File: config.mk
export PLATFORM = sky130hd
export DESIGN_NAME = ems_port_ctrl
export DESIGN_NICKNAME = d
export VERILOG_FILES = /design/src/rtl/next186_io_pkg.sv /design/src/rtl/ems_init_seq.sv /design/src/rtl/ems_port_ctrl.sv
export SDC_FILE = /design/constraint.sdc
export NUM_CORES = 1
export LEC_CHECK = 0
export ABC_AREA = 1
export BUFFER_PORTS_ARGS = -buffer_cell sky130_fd_sc_hd__buf_2
export CAP_MARGIN = 25
export CORE_ASPECT_RATIO = 1.5
export CORE_MARGIN = 2
export CORE_UTILIZATION = 47
export CTS_CLUSTER_SIZE = 24
export DETAILED_ROUTE_END_ITERATION = 6
export GPL_TIMING_DRIVEN = 1
export MAX_ROUTING_LAYER = met4
export PLACE_DENSITY = 0.78
export SLEW_MARGIN = 20
export SYNTH_ARGS = -nofsm -noshare
export SYNTH_HDL_FRONTEND = slang
export SYNTH_SLANG_ARGS = --single-unit
export TNS_END_PERCENT = 50
File: constraint.sdc
create_clock -name CLK -period 2.25 [get_ports CLK]
set_input_delay 0.45 -clock CLK [delete_from_list [all_inputs] [get_ports CLK]]
set_output_delay 0.45 -clock CLK [all_outputs]
set_load 0.02 [all_outputs]
File: src/rtl/next186_io_pkg.sv
// rtl/next186_io_pkg.sv - shared port constants, command codes and sequencer state type
package next186_io_pkg;

    localparam logic [15:0] MAP_BASE_DEFAULT  = 16'h0080;
    localparam logic [15:0] EMS_BASE_DEFAULT  = 16'h0208;
    localparam logic [15:0] CTRL_PORT_DEFAULT = 16'h020C;

    localparam logic [7:0] CMD_INIT_ALL = 8'h01;
    localparam logic [7:0] CMD_INIT_EMS = 8'h02;

    localparam int MAP_LEN = 16;
    localparam int EMS_LEN = 4;

    // Value written into every EMS frame register during the EMS phase
    localparam logic [7:0] EMS_FILL = 8'hFF;

    typedef enum logic [1:0] {
        SEQ_IDLE = 2'd0,
        SEQ_MAP  = 2'd1,
        SEQ_EMS  = 2'd2
    } seq_state_t;

    // Distance of an I/O address above a port window base (wraps below base)
    function automatic logic [15:0] port_offset(input logic [15:0] addr, input logic [15:0] base);
        return addr - base;
    endfunction

endpackage

File: src/rtl/ems_init_seq.sv
// rtl/ems_init_seq.sv - init sequencer writing the segment map and EMS frame registers
module ems_init_seq
    import next186_io_pkg::*;
(
    input  logic       clk,
    input  logic       rst,
    input  logic       start_all,
    input  logic       start_ems,
    output logic       busy,
    output logic [3:0] idx,
    output logic       we,
    output logic       we_ems,
    output logic [7:0] wdata
);

    seq_state_t state;
    logic [3:0] cnt;

    assign idx = cnt;

    // Sequencer FSM; every output is registered so each strobe lines up with its idx/wdata
    always_ff @(posedge clk) begin
        if (rst) begin
            state  <= SEQ_IDLE;
            cnt    <= 4'd0;
            busy   <= 1'b0;
            we     <= 1'b0;
            we_ems <= 1'b0;
            wdata  <= 8'h00;
        end else begin
            case (state)
                SEQ_IDLE: begin
                    cnt <= 4'd0;
                    if (start_all) begin
                        state  <= SEQ_MAP;
                        busy   <= 1'b1;
                        we     <= 1'b1;
                        we_ems <= 1'b0;
                        wdata  <= 8'h00;
                    end else if (start_ems) begin
                        state  <= SEQ_EMS;
                        busy   <= 1'b1;
                        we     <= 1'b0;
                        we_ems <= 1'b1;
                        wdata  <= EMS_FILL;
                    end else begin
                        busy   <= 1'b0;
                        we     <= 1'b0;
                        we_ems <= 1'b0;
                        wdata  <= 8'h00;
                    end
                end
                SEQ_MAP: begin
                    if (cnt == 4'(MAP_LEN - 1)) begin
                        state  <= SEQ_EMS;
                        cnt    <= 4'd0;
                        we     <= 1'b0;
                        we_ems <= 1'b1;
                        wdata  <= EMS_FILL;
                    end else begin
                        cnt   <= cnt + 4'd1;
                        wdata <= {4'b0000, cnt + 4'd1};
                    end
                end
                SEQ_EMS: begin
                    if (cnt == 4'(EMS_LEN - 1)) begin
                        state  <= SEQ_IDLE;
                        cnt    <= 4'd0;
                        busy   <= 1'b0;
                        we_ems <= 1'b0;
                        wdata  <= 8'h00;
                    end else begin
                        cnt <= cnt + 4'd1;
                    end
                end
                default: begin
                    state  <= SEQ_IDLE;
                    cnt    <= 4'd0;
                    busy   <= 1'b0;
                    we     <= 1'b0;
                    we_ems <= 1'b0;
                    wdata  <= 8'h00;
                end
            endcase
        end
    end

endmodule

File: src/rtl/ems_port_ctrl.sv
// rtl/ems_port_ctrl.sv - I/O port decode, map/EMS write strobes, readback and init control
module ems_port_ctrl
    import next186_io_pkg::*;
#(
    parameter logic [15:0] MAP_BASE  = MAP_BASE_DEFAULT,
    parameter logic [15:0] EMS_BASE  = EMS_BASE_DEFAULT,
    parameter logic [15:0] CTRL_PORT = CTRL_PORT_DEFAULT
) (
    input  logic        CLK,
    input  logic        RST,
    input  logic [15:0] io_addr,
    input  logic [7:0]  io_wdata,
    input  logic        io_wr,
    input  logic        io_rd,
    output logic        io_sel,
    output logic [7:0]  io_rdata,
    output logic        io_rvalid,
    output logic        busy,
    output logic [3:0]  map_addr,
    output logic [7:0]  map_wdata,
    output logic        map_we,
    output logic        map_we_ems,
    output logic        map_ems_oe,
    input  logic [7:0]  map_rdata
);

    logic [15:0] map_off;
    logic [15:0] ems_off;
    logic        hit_map;
    logic        hit_ems;
    logic        hit_ctrl;
    logic [3:0]  cpu_idx;
    logic        wr_hit;
    logic        rd_hit;
    logic        rd_live;
    logic        start_all;
    logic        start_ems;

    logic        seq_busy;
    logic        seq_we;
    logic        seq_we_ems;
    logic [3:0]  seq_idx;
    logic [7:0]  seq_wdata;

    logic        cpu_we_q;
    logic        cpu_we_ems_q;
    logic [3:0]  cpu_addr_q;
    logic [7:0]  cpu_wdata_q;
    logic        err;

    assign map_off  = port_offset(io_addr, MAP_BASE);
    assign ems_off  = port_offset(io_addr, EMS_BASE);
    assign hit_map  = (map_off < 16'd16);
    assign hit_ems  = ~hit_map & (ems_off < 16'd4);
    assign hit_ctrl = ~hit_map & ~hit_ems & (io_addr == CTRL_PORT);
    assign io_sel   = hit_map | hit_ems | hit_ctrl;

    assign cpu_idx  = hit_map ? io_addr[3:0] : {2'b00, io_addr[1:0]};

    // io_wr wins over io_rd, so a combined strobe is treated purely as a write
    assign wr_hit   = io_wr & io_sel;
    assign rd_hit   = io_rd & ~io_wr & io_sel;
    assign rd_live  = rd_hit & (hit_map | hit_ems) & ~seq_busy & ~RST;

    assign start_all = io_wr & hit_ctrl & ~seq_busy & (io_wdata == CMD_INIT_ALL);
    assign start_ems = io_wr & hit_ctrl & ~seq_busy & (io_wdata == CMD_INIT_EMS);

    assign busy       = seq_busy;
    assign map_we     = cpu_we_q | seq_we;
    assign map_we_ems = cpu_we_ems_q | seq_we_ems;

    ems_init_seq u_seq (
        .clk       (CLK),
        .rst       (RST),
        .start_all (start_all),
        .start_ems (start_ems),
        .busy      (seq_busy),
        .idx       (seq_idx),
        .we        (seq_we),
        .we_ems    (seq_we_ems),
        .wdata     (seq_wdata)
    );

    // CPU write path: one-cycle strobe with latched index/data; writes during init are dropped
    always_ff @(posedge CLK) begin
        if (RST) begin
            cpu_we_q     <= 1'b0;
            cpu_we_ems_q <= 1'b0;
            cpu_addr_q   <= 4'd0;
            cpu_wdata_q  <= 8'h00;
        end else begin
            cpu_we_q     <= io_wr & hit_map & ~seq_busy;
            cpu_we_ems_q <= io_wr & hit_ems & ~seq_busy;
            if (io_wr & (hit_map | hit_ems) & ~seq_busy) begin
                cpu_addr_q  <= cpu_idx;
                cpu_wdata_q <= io_wdata;
            end
        end
    end

    // Read path and sticky error flag; a status read clears err on the edge that captures it
    always_ff @(posedge CLK) begin
        if (RST) begin
            io_rvalid <= 1'b0;
            io_rdata  <= 8'h00;
            err       <= 1'b0;
        end else begin
            io_rvalid <= rd_hit;
            if (rd_hit) begin
                if (hit_ctrl) begin
                    io_rdata <= {6'b000000, err, seq_busy};
                end else if (seq_busy) begin
                    io_rdata <= 8'hFF;
                end else begin
                    io_rdata <= map_rdata;
                end
            end
            if (wr_hit & seq_busy) begin
                err <= 1'b1;
            end else if (rd_hit & hit_ctrl) begin
                err <= 1'b0;
            end
        end
    end

    // Map bus owner: sequencer while busy, else a live read, else the latched CPU write.
    // A pending write strobe is not protected from a read issued in the very next cycle.
    always_comb begin
        map_addr   = cpu_addr_q;
        map_wdata  = cpu_wdata_q;
        map_ems_oe = 1'b0;
        if (seq_busy) begin
            map_addr  = seq_idx;
            map_wdata = seq_wdata;
        end else if (rd_live) begin
            map_addr   = cpu_idx;
            map_ems_oe = hit_ems;
        end
    end

endmodule

* Yosys cells after proc, flatten, opt, wreduce, memory -nomap -nowiden *
Index checks and enable logic that the tools add are counted.

operators by class
  add/sub/neg operators = 3
  order comparisons = 2
  eq/ne operators = 10
  multiplexer cells = 33
  bitwise gates (word level) = 32
  reductions and logical operators = 6

operators by type and width
  operator                                                                  count
  8-bit 2-to-1 mux                                                          7
  8-bit case mux with 3 select lines                                        1
  1-bit bitwise AND                                                         21
  4-bit 2-to-1 mux                                                          5
  16-bit by 10-bit == test with 1-bit output (second input constant)        1
  16-bit by 3-bit < comparator with 1-bit output (second input constant)    1
  16-bit by 5-bit < comparator with 1-bit output (second input constant)    1
  16-bit by 10-bit subtractor with 16-bit output (second input constant)    1
  16-bit by 8-bit subtractor with 16-bit output (second input constant)     1
  1-bit 2-to-1 mux                                                          11
  1-bit case mux with 3 select lines                                        3
  8-bit by 1-bit == test with 1-bit output (second input constant)          1
  8-bit by 2-bit == test with 1-bit output (second input constant)          1
  2-bit 2-to-1 mux                                                          4
  4-bit case mux with 2 select lines                                        1
  1-bit NOT                                                                 7
  2-bit case mux with 3 select lines                                        1
  2-bit AND reduction                                                       3
  4-bit by 1-bit adder with 4-bit output (second input constant)            1
  4-bit by 2-bit == test with 1-bit output (second input constant)          1
  4-bit == test (second input constant)                                     1
  2-bit by 1-bit inequality test with 1-bit output (second input constant)  2
  1-bit OR                                                                  4
  3-bit inequality test (second input constant)                             1
  5 further kinds                                                           5

word-level totals
  flip-flop bits (word level) = 41
  word-level logic and storage cells = 99

* Longest topological paths before layout *
Gate-level depths: netlist (run 1).

  depth in word-level cells = 14
  mapped depth = 15
  gate-level depth less buffers = 14

* Cells and area by module *
A second synthesis (run 1) with hierarchy kept.

unflattened totals
  cell total of the unflattened synthesis = 340
  area total of the unflattened synthesis = 2,244.7 um2

by module, submodules not included
  module         times used  cells an instance  area an instance (um2)  seq. area each (um2)
  ems_port_ctrl  1           239                1,526.5                 480.5
  ems_init_seq   1           101                718.2                   280.3

* Least setup slack after synthesis (run 1) *
OpenSTA, ideal clock, no wires.

  kind = input to output
  start point = in io_addr[3]
  end point = out map_addr[0]
  arrival = 1.835 ns
  setup slack = -0.035 ns
  cell stages on the path = 14
  cells stage by stage = inv_2 -> ha_1 -> inv_1 -> nor2_1 -> nand2_1 -> nor2_2 -> nand3_1 -> nor2_2 -> nand3_2 -> nand2_2 -> nand4_2 -> inv_1 -> nand2_1 -> nand3_1

between the ends
  cells in the longest elaborated chain, start to end = 14
  elaborated cells on any way between the ends = 18
  classes of those cells = 2 x add/sub; 2 x order compare; 1 x eq/ne; 2 x mux; 11 x bitwise

ends and longest elaborated chain
  element                                         line                                      RTL
  start, declared                                 ems_port_ctrl.sv:11                       input logic [15:0] io_addr,
  16-bit by 8-bit subtractor with 16-bit output   next186_io_pkg.sv:25                      return addr - base;
  16-bit by 5-bit < comparator with 1-bit output  ems_port_ctrl.sv:53                       assign hit_map = (map_off < 16'd16);
  1-bit NOT                                       ems_port_ctrl.sv:54, ems_port_ctrl.sv:55
  1-bit bitwise AND                               ems_port_ctrl.sv:54                       assign hit_ems = ~hit_map & (ems_off < 16'd4);
  1-bit NOT                                       ems_port_ctrl.sv:55                       assign hit_ctrl = ~hit_map & ~hit_ems & (io_addr == CTRL_PORT);
  1-bit bitwise AND (2 in series)                 ems_port_ctrl.sv:55
  1-bit OR                                        ems_port_ctrl.sv:56                       assign io_sel = hit_map | hit_ems | hit_ctrl;
  1-bit bitwise AND                               ems_port_ctrl.sv:62                       assign rd_hit = io_rd & ~io_wr & io_sel;
  1-bit bitwise AND * (3 in series)               ems_port_ctrl.sv:63                       assign rd_live = rd_hit & (hit_map | hit_ems) & ~seq_busy & ~RST;
  4-bit 2-to-1 mux *                              ems_port_ctrl.sv:135                      end else if (rd_live) begin
  4-bit 2-to-1 mux *                              ems_port_ctrl.sv:132                      if (seq_busy) begin
  end, declared                                   ems_port_ctrl.sv:19                       output logic [3:0] map_addr,

Mark *: on every way between the ends. The rest lies on a longest branch, timed or not.

* Worst setup path in the final report (run 1) *
  start point = in io_addr[3]
  end point = out map_addr[3]

between the ends
  cells in the longest elaborated chain, start to end = 14
  elaborated cells on any way between the ends = 19
  classes of those cells = 2 x add/sub; 2 x order compare; 1 x eq/ne; 3 x mux; 11 x bitwise

ends and longest elaborated chain
  element                                         line
  16-bit by 8-bit subtractor with 16-bit output   next186_io_pkg.sv:25
  16-bit by 5-bit < comparator with 1-bit output  ems_port_ctrl.sv:53
  1-bit NOT                                       ems_port_ctrl.sv:54, ems_port_ctrl.sv:55
  1-bit bitwise AND                               ems_port_ctrl.sv:54
  1-bit NOT                                       ems_port_ctrl.sv:55
  1-bit bitwise AND (2 in series)                 ems_port_ctrl.sv:55
  1-bit OR                                        ems_port_ctrl.sv:56
  1-bit bitwise AND                               ems_port_ctrl.sv:62
  1-bit bitwise AND (3 in series)                 ems_port_ctrl.sv:63
  4-bit 2-to-1 mux *                              ems_port_ctrl.sv:135
  4-bit 2-to-1 mux *                              ems_port_ctrl.sv:132

Marked as above.

==> metrics.md, run 1 <==
| Metric | Value |
|---|---|
| Drt via density | 5.00 |
| Met3 Wirelength | between 300 and 400 um |
| CP peak stage delay | between 0.2 and 0.3 ns |
| Synth cell types | 31 |
| Average size of a mapped cell | about 6.2 um2 |
| Vias in the first global route | between 2,000 and 3,000 |
| Fin. Hold Viols | 0 |
| Die Span Y | 89.9 um |
| Routed met1 length | approximately 2500 um |
| Starting Density | 0.484 |
| Max Cap Viol | 0 |
| Post-route worst setup slack | -0.197 ns |
| Cell Rows | 31 |
| Synth cell count leaders | 90 x nand2_1, 59 x inv_1, 53 x nor2_1, 38 x dfxtp_1, 31 x o21ai_0 |
| Pre-CTS setup slack | -0.348 ns |
| Sequential-to-total area share from yosys stat | 0.329 |
| Initial antenna violation count | 0 |
| Yosys warns | 0 |
| Width of the die | approximately 61 um |
| Fin Setup TNS | -0.962 ns |
| Outcome | finished with violations |
| Post-DRT Antenna Nets | 0 |
| Worst Setup Start Kind | input pin |
| Failing checks | setup timing |
| Post-layout min period | ~2.4 ns |
| Root Driver | clkbuf_8 |
| Kind of critical path | in2out |
| Synth-to-layout area growth | 36.9% |
| WP buf/inv | 5 |
| Crit-path cells | buf_8, inv_4, ha_4, inv_2, nor2_2, nand2_1, nor2_2, nand3_1, nor2_2, nand3_2, nand2_2, nand4_4, inv_4, nand2_2, nand3_2, buf_6 |
| Mapped cell area | ~2300 um2 |
| Diode count | 0 |
| Overflow after GRT | 0 |
| First-pass GRT wire length | 10,700 um |
| Max Freq | 0.409 GHz |
| Final GP Congestion | roughly 0.86 |
| Total CTS buffers | 5 |
| CP delay by family, top | simple AND/OR/NAND/NOR gates |
| Most numerous cell on the critical path | nor2_2 |
| Critical path's slowest cell | ha_4 |
| Final setup fails | 6 |
| Die ar. | 5510 um2 |
| Core region area | ~4800 um2 |
| Gr usage total | 0.255 |
| Share of cells above drive strength 1 | 0.300 |
| Number of synthesized register bits | 38 |
| Initial DRC count | about 110 |
| Final core occ | 0.663 |
| Post-Syn Instances | 371 |
| Post-synth EDFFs | 0 |
| Nets | ~510 |
| Synth top area cells | dfxtp_1 33%, nand2_1 15%, inv_1 9.6% |
| Design Power | 1.46 mW |
| Worst-Skew Late Latency | a little under 0.3 ns |
| Peak supply drop | roughly 360 uV |
| CTS tree | built |
| Post-CTS Hold Fix Bufs | 0 |
| DRT Pass-1 Iters | 6 |
| HPWL Detailed | 4760 um |
| Dominant cell type by area after synthesis | dfxtp_1 |
| Largest net degree at the start of global routing | 24 |
| Main synth FF type | dfxtp_1 |
| Syn nets | roughly 410 |
| Routed len/inst | 12.0 um |
| CTS sink cnt | 38 |
| Worst EP required | approximately 1.8 ns |
| Fin. max-slew vios | 0 |
| Rel. slew slack | 0.633 |
| Clock buffer depth | 2 |
| Post-Route WL | between 6000 and 7000 um |
| Synth top area share | 0.329 |
| Max Fanout on Critical Path | 6 |
| Final hold slack | approximately 0.40 ns |
| DRC Markers | 0 |
| Unrepaired setup endpoints after global routing | yes |
| Cell Pwr Density | between 400 and 500 nW/um2 |
| Post-synth ARST share | 0 |
| Crit. End Element | output pin |
| Port bufs | 61 |
| Crit path DAT | 2.00 ns |
| Io pins | just over 60 |
| Period utilization | 1.09 |
| Vias | about 2,600 |
| Routed met2 length | 3390 um |
| H-tree levels | 2 |
| Worst-Margin Slew | between 0.5 and 0.6 ns |
| Leakage power | 1.62 nW |
| Clock skew | roughly 0.0014 ns |
| Clock-pin slew on the worst setup and hold paths | ~0.070 ns |
| Hold Crit Class | in2reg |
| Count leader, synth | nand2_1 |
| Uppermost layer routed | met4 |
-- report_power, final --
| part | switching, mW | internal, mW | total (mW) |
|---|---|---|---|
| registers | 0.00175 | 0.676 | 0.678 |
| logic | 0.110 | 0.0803 | 0.191 |
| clock network | 0.239 | 0.355 | 0.593 |
-- tightest hold or removal path, delay by kind of cell --
| kind | cells | cell delay, ns |
|---|---|---|
| and+or+nand+nor | 2 | 0.12 |
| buffers and inverters | 1 | 0.09 |
-- cell families after synthesis --
family / synth area share
flip-flops: 0.329
AO/OA/AOI/OAI: 0.123
adder cells (fa/ha/maj): 0.0379
XOR/XNOR: 0.00758
buffers and inverters: 0.117
AND/OR/NAND/NOR: 0.385
-- flip-flops by register name (all words and copies together), names as in the netlist --
register      count
u_seq.we_ems      1
cpu_we_ems_q      1
u_seq.busy        1
u_seq.idx         4
cpu_wdata_q       8
io_rdata          8
u_seq.state       2
u_seq.we          1
cpu_we_q          1
cpu_addr_q        4
u_seq.wdata       5
io_rvalid         1
err               1
-- routing by layer --
metal,GRT usage,up-vias
met5,-,-
met4,0.0888,0
met3,0.0360,8
met2,0.437,80
met1,0.289,1212
li1,-,1344
-- cell type report --
class / instances / area, um2
Clock buffer: 6 / 82.6
Clock inverter: 1 / 30.0
Fill cell: 452 / 1610
Inverter: 61 / 234
Multi-Input combinational cell: 264 / 1370
Sequential cell: 38 / 761
Tap cell: 66 / 82.6
Timing Repair Buffer: 93 / 607
-- timing repair --
action / CTS / global route
gates resized for setup: 33 / 7
cloned: 0 / 0
pin swaps: 8 / 9
endpoints found under the hold margin: 0 / 0
buffers inserted: 3 / 0
setup endpoints to repair: 6 / 7
-- stage by stage --
stage          instances  instance area (um2)
2_1_floorplan        371                 2320
3_3_place_gp         519                 2890
3_5_place_dp         519                 2890
4_1_cts              529                 3140
5_1_grt              529                 3160
6_report             529                 3160
-- path summary, 6_finish.rpt --
path,end,start,slack (ns),depth (start not counted)
hold / removal,cpu_wdata_q[2]$_SDFFE_PP0P_,io_wdata[2],0.40,3
hold reg to reg,cpu_addr_q[2]$_SDFFE_PP0P_,cpu_addr_q[2]$_SDFFE_PP0P_,0.47,2
setup reg to reg,u_seq.state[1]$_SDFFE_PP0P_,u_seq.idx[0]$_SDFF_PP0_,0.25,10
setup / recovery,map_addr[3],io_addr[3],-0.20,16
-- placed cells by master, fill, tap and decap left out, types with 10 or more instances in the layout --
cell type and instances:
nand2_1 85, inv_1 54, buf_2 53, nor2_1 50
dfxtp_1 38, o21ai_0 31, buf_4 30, nand3_1 22
a21oi_1 22, nand2_2 10
No activity file was read; power rests on OpenSTA's default activity.
==> run 2, diff against run 1 <==
Settings changed: CORE_UTILIZATION 47 to 53, PLACE_DENSITY 0.78 to 0.83.
Clock period 2.25 ns to 2.8 ns, I/O delays scaled along.
==> metrics.md, run 2 (same netlist as run 1, synthesis figures left out) <==
| Metric | Value |
|---|---|
| Outcome | finished, final reports clean |
| Worst EP required | 2.24 ns (+0.44 ns) |
| Clock share of power | 0.370 (-0.036) |
| Die ar. | 4920 um2 (-11%) |
| HPWL Detailed | 4560 um (-4.1%) |
| Post-CTS Hold Fix Bufs | 0 (unchanged) |
| Routed len/inst | 12.8 um (+6.6%) |
| Max Cap Viol | 0 (unchanged) |
| Overflow after GRT | 0 (unchanged) |
| Core region area | 4210 um2 (-12%) |
| Post-Route WL | 6190 um (-2.3%) |
| Worst-Margin Slew | 0.522 ns (-0.0263 ns) |
| Final hold slack | 0.467 ns (+0.0674 ns) |
| Sequential Power Share | 0.508 (+0.044) |
| DRC Markers | 0 (unchanged) |
| Internal power | 0.787 mW (-29%) |
| Biggest regs | cpu_wdata_q: 8 flops, io_rdata: 8 flops, u_seq.wdata: 5 flops |
| Max Fanout on Critical Path | 6 (unchanged) |
| Setup crit start | io_addr[3] |
| Cell Rows | 29 (-6.5%) |
| Leakage power | 1.48 nW (-8.8%) |
| Vias | 2,571 (-2.8%) |
| End of the critical path | map_addr[3] |
| Gate power share | 0.122 (-0.008) |
| Share of cells above drive strength 1 | 0.241 (-0.0588) |
| Largest net degree at the start of global routing | 34 (+42%) |
| Fin. Hold Viols | 0 (unchanged) |
| Starting Density | 0.549 (+0.0647) |
| Clock skew | 0.00857 ns (+0.00722 ns) |
| R2R Path Start | u_seq.idx[0]$_SDFF_PP0_ |
| Crit path DAT | 2.13 ns (+0.13 ns) |
| Hold Crit Class | reg2reg |
| Initial antenna violation count | 0 (unchanged) |
| Crit. End Element | output pin |
| Total CTS buffers | 5 (unchanged) |
| Initial DRC count | 87 (-17%) |
| Peak supply drop | 390 uV (+8.0%) |
| Post-DRT Antenna Nets | 0 (unchanged) |
| CTS sink cnt | 38 (unchanged) |
| Final GP Congestion | 0.884 (+2.4%) |
| Sw Share | 0.266 (+0.0255) |
| CTS tree | built |
| H-tree levels | 2 (unchanged) |
| Commonest non-fill, non-tap cells in the layout | 88 x nand2_1, 56 x inv_1, 56 x buf_2 |
| Flop-to-flop setup slack | 0.73 ns (+0.48 ns) |
| Net Sw Power | 0.285 mW (-19%) |
| RR Endpoint | u_seq.state[1]$_SDFFE_PP0P_ |
| DRT Pass-1 Iters | 4 (-2) |
| Period utilization | 0.962 |
| Clock-pin slew on the worst setup and hold paths | 0.08 ns (about the same) |
| Nets | 481 (-4.9%) |
| Gr usage total | 0.264 (+0.00879) |
| Die Span Y | 84.9 um (-5.6%) |
| First-pass GRT wire length | 10,100 um (-5.7%) |
| Drt via density | 5.30 (+6.1%) |
| Final setup fails | 0 (-6) |
| Max Freq | ~0.37 GHz |
| Kind of critical path | in2out |
| Vias in the first global route | 2,420 (-3.9%) |
| Port bufs | 61 (unchanged) |
| Width of the die | 57.9 um (-5.5%) |
| Fin. max-slew vios | 0 (unchanged) |
| Cell Pwr Density | 375 nW/um2 (-19%) |
| Clock buffer depth | 2 (unchanged) |
| Io pins | 62 (unchanged) |
| Commonest non-fill, non-tap cell in the layout | nand2_1 |
| Worst Setup Start Kind | input pin |
| Post-layout min period | ~2.7 ns |
| Root Driver | clkbuf_8 |
| Rel. slew slack | 0.651 (+0.0176) |
| Synth-to-layout area growth | 23.6% |
| R2r worst-path depth | 10 (unchanged) |
| Design Power | 1.07 mW (-27%) |
| Diode count | 0 (unchanged) |
| Worst-Skew Late Latency | 0.29 ns (about the same) |
-- run 2: cell count changes in the layout (fill, tap and decap cells not counted), moves of 2 or more --
cell | previous run | this run
buf_4 | 30 | 8
buf_6 | 9 | 4
buf_2 | 53 | 56
nand2_1 | 85 | 88
nand2_2 | 10 | 7
nor2_1 | 50 | 53
inv_1 | 54 | 56
nor2_2 | 5 | 3
-- run 2: metrics by stage --
stage / TNS, ns / std cells / setup slack, ns / util / instance area, um2
2_1_floorplan: 0 / 371 / 0.295 / - / 2310
3_3_place_gp: 0 / 476 / 0.0785 / 0.636 / 2680
3_5_place_dp: 0 / 476 / 0.0153 / 0.636 / 2680
4_1_cts: 0 / 484 / 0.00837 / 0.659 / 2770
5_1_grt: -0.0219 / 485 / -0.0172 / 0.679 / 2860
6_report: 0 / 485 / 0.105 / 0.679 / 2860
-- run 2: how the worst min path moves through the flow --
stage	start	end	slack, ns	cells after the start
finish	u_seq.wdata[0]$_SDFFE_PP0N_	u_seq.wdata[0]$_SDFFE_PP0N_	0.47	2
detailed placement	u_seq.wdata[1]$_SDFFE_PP0N_	u_seq.wdata[1]$_SDFFE_PP0N_	0.46	2
CTS	u_seq.wdata[1]$_SDFFE_PP0N_	u_seq.wdata[1]$_SDFFE_PP0N_	0.47	2
floorplan	cpu_addr_q[3]$_SDFFE_PP0P_	cpu_addr_q[3]$_SDFFE_PP0P_	0.44	2
global route	err$_SDFFE_PP0P_	err$_SDFFE_PP0P_	0.50	2
global placement	cpu_addr_q[3]$_SDFFE_PP0P_	cpu_addr_q[3]$_SDFFE_PP0P_	0.45	2
-- run 2: per-layer routing --
metal | global-route usage | vias up | wire, um
li1 | - | 1302 | -
met1 | 0.285 | 1160 | 2480
met2 | 0.467 | 87 | 3260
met3 | 0.0366 | 22 | 256
met4 | 0.114 | 0 | 191
met5 | - | - | 0
-- run 2: worst max-delay path, cell delays in order --
cell and delay, ns:
buf_4 0.12, inv_2 0.06, ha_1 0.21, inv_1 0.05, nand2_1 0.05, nand2_1 0.06, nor2_2 0.10, nand3_1 0.08
nor2_2 0.12, nand3_2 0.08, nand2_2 0.11, nand4_4 0.13, inv_4 0.13, nand2_1 0.07, nand3_2 0.08, buf_6 0.12
-- run 2: cell type report --
class | instances | area [um2]
Fill cell | 399 | 1350
Timing Repair Buffer | 68 | 385
Multi-Input combinational cell | 264 | 1330
Clock buffer | 6 | 82.6
Sequential cell | 38 | 761
Tap cell | 46 | 57.6
Inverter | 61 | 231
Clock inverter | 2 | 12.5
-- run 2: repair_timing --
action | CTS | global route
setup buffers | 0 | 1
gates resized for setup | 0 | 22
endpoints found under the setup margin | 0 | 4
-- run 2: power groups by stage --
stage	clock (mW)	combinational (mW)	sequential (mW)
5_1_grt	0.424	0.146	0.545
2_1_floorplan	0	0.0713	0.557
4_1_cts	0.402	0.127	0.545
3_3_place_gp	0	0.122	0.557
3_5_place_dp	0	0.126	0.557
6_report	0.396	0.131	0.545
==> run 3, diff against run 2 <==
==> constraint.sdc (replaced) <==
create_clock -name CLK -period 2.8 [get_ports CLK]
set_input_delay 0.28 -clock CLK [delete_from_list [all_inputs] [get_ports CLK]]
set_output_delay 0.28 -clock CLK [all_outputs]
set_load 0.02 [all_outputs]
==> metrics.md, run 3 (same netlist as run 1, synthesis figures left out) <==
| Metric | Value |
|---|---|
| Worst-Skew Late Latency | 0.29 ns (about the same) |
| Biggest regs | cpu_wdata_q: 8 flops, io_rdata: 8 flops, u_seq.wdata: 5 flops |
| Final setup fails | 0 (unchanged) |
| Final GP Congestion | 0.918 (+3.8%) |
| Gr usage total | 0.245 (-0.0182) |
| Routed len/inst | 11.7 um (-7.9%) |
| Fin. Hold Viols | 0 (unchanged) |
| Kind of critical path | in2out |
| DRT Pass-1 Iters | 4 (unchanged) |
| Final Non-Filler Cells | 481 (-0.82%) |
| Cell Rows | 29 (unchanged) |
| Post-CTS Setup Inserts | 0 (unchanged) |
| Vias | 2,488 (-3.2%) |
| Overflow after GRT | 0 (unchanged) |
| Synth-to-layout area growth | 19.0% |
| Clock buffer depth | 2 (unchanged) |
| Cell Pwr Density | 386 nW/um2 (+2.8%) |
| Largest net degree at the start of global routing | 24 (-29%) |
| Diode count | 0 (unchanged) |
| Placed Cells | 473 (-0.63%) |
| DP Area | 2660 um2 (-0.84%) |
| Fin. max-slew vios | 0 (unchanged) |
| Nets | 477 (-0.83%) |
| Routed met1 length | 2330 um (-5.7%) |
| Clock-pin slew on the worst setup and hold paths | 0.08 ns (about the same) |
| Hold path depth | 3 (+1) |
| Multi-input combinational cell area | 1280 um2 (-3.5%) |
| Outcome | finished, final reports clean |
| Met3 Wirelength | 262 um (+2.3%) |
| Critical path's slowest cell | ha_1 |
| Post-layout min period | 2.36 ns (-0.335 ns) |
| Worst path depth | 16 (unchanged) |
| Vias in the first global route | 2,338 (-3.4%) |
| Design Power | 1.06 mW (-1.0%) |
| WP buf/inv | 5 (unchanged) |
| Post-Route WL | 5650 um (-8.7%) |
| HPWL Detailed | 4360 um (-4.5%) |
| R2r worst-path depth | 10 (unchanged) |
| Leakage power | 1.44 nW (-2.8%) |
| Commonest non-fill, non-tap cells in the layout | 90 x nand2_1, 61 x buf_2, 59 x inv_1 |
| Width of the die | 57.9 um (unchanged) |
| Max Cap Viol | 0 (unchanged) |
| Rel. slew slack | 0.603 (-0.0479) |
| Crit. End Element | output pin |
| Fillers | 406 (+1.8%) |
| Period utilization | 0.843 (-0.120) |
| CTS tree | built |
| Crit path DAT | 2.08 ns (-0.05 ns) |
| Starting Density | 0.549 (unchanged) |
| Post-CTS Hold Fix Bufs | 0 (unchanged) |
| Port bufs | 61 (unchanged) |
| Share of cells above drive strength 1 | 0.211 (-0.0300) |
| CP delay by family, top | simple AND/OR/NAND/NOR gates |
| CTS sink cnt | 38 (unchanged) |
| H-tree levels | 2 (unchanged) |
| CP peak stage delay | 0.28 ns (+0.07 ns) |
| Max Freq | 0.424 GHz (+14%) |
| First-pass GRT wire length | 9450 um (-6.5%) |
| Routed met2 length | 2910 um (-11%) |
| Crit-path cells | buf_2, inv_2, ha_1, inv_1, nor2_1, nand2_1, nor2_2, nand3_1, nor2_2, nand3_2, nand2_2, nand4_2, inv_1, nand2_1, nand3_1, buf_2 |
| Die ar. | 4920 um2 (unchanged) |
| Total CTS buffers | 5 (unchanged) |
| Worst-Margin Slew | 0.595 ns (+0.0730 ns) |
| Post-CTS Resized | 0 (unchanged) |
| Register area | 761 um2 (unchanged) |
| Peak supply drop | 363 uV (-6.9%) |
| Clock skew | 0.00653 ns (-0.00204 ns) |
| Commonest non-fill, non-tap cell in the layout | nand2_1 |
| Post-DRT Antenna Nets | 0 (unchanged) |
| DRC Markers | 0 (unchanged) |
| Fin Setup TNS | 0 ns (unchanged) |
| Worst EP required | 2.52 ns (+0.28 ns) |
| Io pins | 62 (unchanged) |
| Max Fanout on Critical Path | 6 (unchanged) |
| Finished Cell Area | 2750 um2 (-3.7%) |
| Drt via density | 5.17 (-2.4%) |
| Hold Crit Class | in2reg |
| Initial antenna violation count | 0 (unchanged) |
| Die Span Y | 84.9 um (unchanged) |
| Uppermost layer routed | met4 |
| Worst Setup Start Kind | input pin |
| Initial DRC count | 61 (-30%) |
| Root Driver | clkbuf_8 |
| Core region area | 4210 um2 (unchanged) |
| Unrepaired setup endpoints after global routing | no |
## run 3: changes by cell type in the layout (fill, tap and decap cells not counted), moves of 2 or more
cell     delta
inv_1       +3
nand2_1     +2
inv_2       -2
buf_2       +5
buf_4       -5
nand3_2     -4
nand2_2     -2
buf_6       -4
nand3_1     +4
## run 3: worst paths after layout
check                        startpoint                           to  slack (ns)
max                          io_addr[3]                  map_addr[3]        0.44
min                         io_wdata[2]  cpu_wdata_q[2]$_SDFFE_PP0P_        0.23
max reg2reg     u_seq.idx[0]$_SDFF_PP0_  u_seq.state[1]$_SDFFE_PP0P_        0.88
min reg2reg  cpu_addr_q[3]$_SDFFE_PP0P_   cpu_addr_q[3]$_SDFFE_PP0P_        0.47
## run 3: area by class of cell
type                    count  share of cell area
clock buffers               6              0.0300
clock inverters             2             0.00455
inverters                  61              0.0833
multi-input cells         264               0.465
flip-flops and latches     38               0.277
well taps                  46              0.0209
repair buffers             64               0.119
## run 3: metrics by stage
stage	worst slack, ns	hold slack (ns)	util
finish	0.440	0.233	0.653
detailed placement	0.482	0.455	0.631
floorplan	0.855	0.415	-
global placement	0.538	0.452	0.631
CTS	0.458	0.230	0.653
global route	0.230	0.258	0.653
## run 3: worst register-to-register path, stage by stage (launching register included)
cell     delay [ns]
dfxtp_1        0.45
ha_1           0.25
nor3b_1        0.20
nor2_1         0.06
buf_4          0.16
inv_1          0.15
nand2_1        0.11
inv_1          0.12
o21ai_1        0.12
nor3_1         0.16
nor2_1         0.05
## run 3: report_power, final
group	leakage, nW	internal (mW)	switching (mW)	total, mW
sequential	0.306	0.543	0.00148	0.544
combinational	1.08	0.0462	0.0797	0.126
clock	0.0472	0.198	0.193	0.391
## run 3: metal layers
metal,vias to the layer above,track usage
met5,-,-
met3,18,0.0335
met4,0,0.106
li1,1293,-
met2,86,0.432
met1,1091,0.269
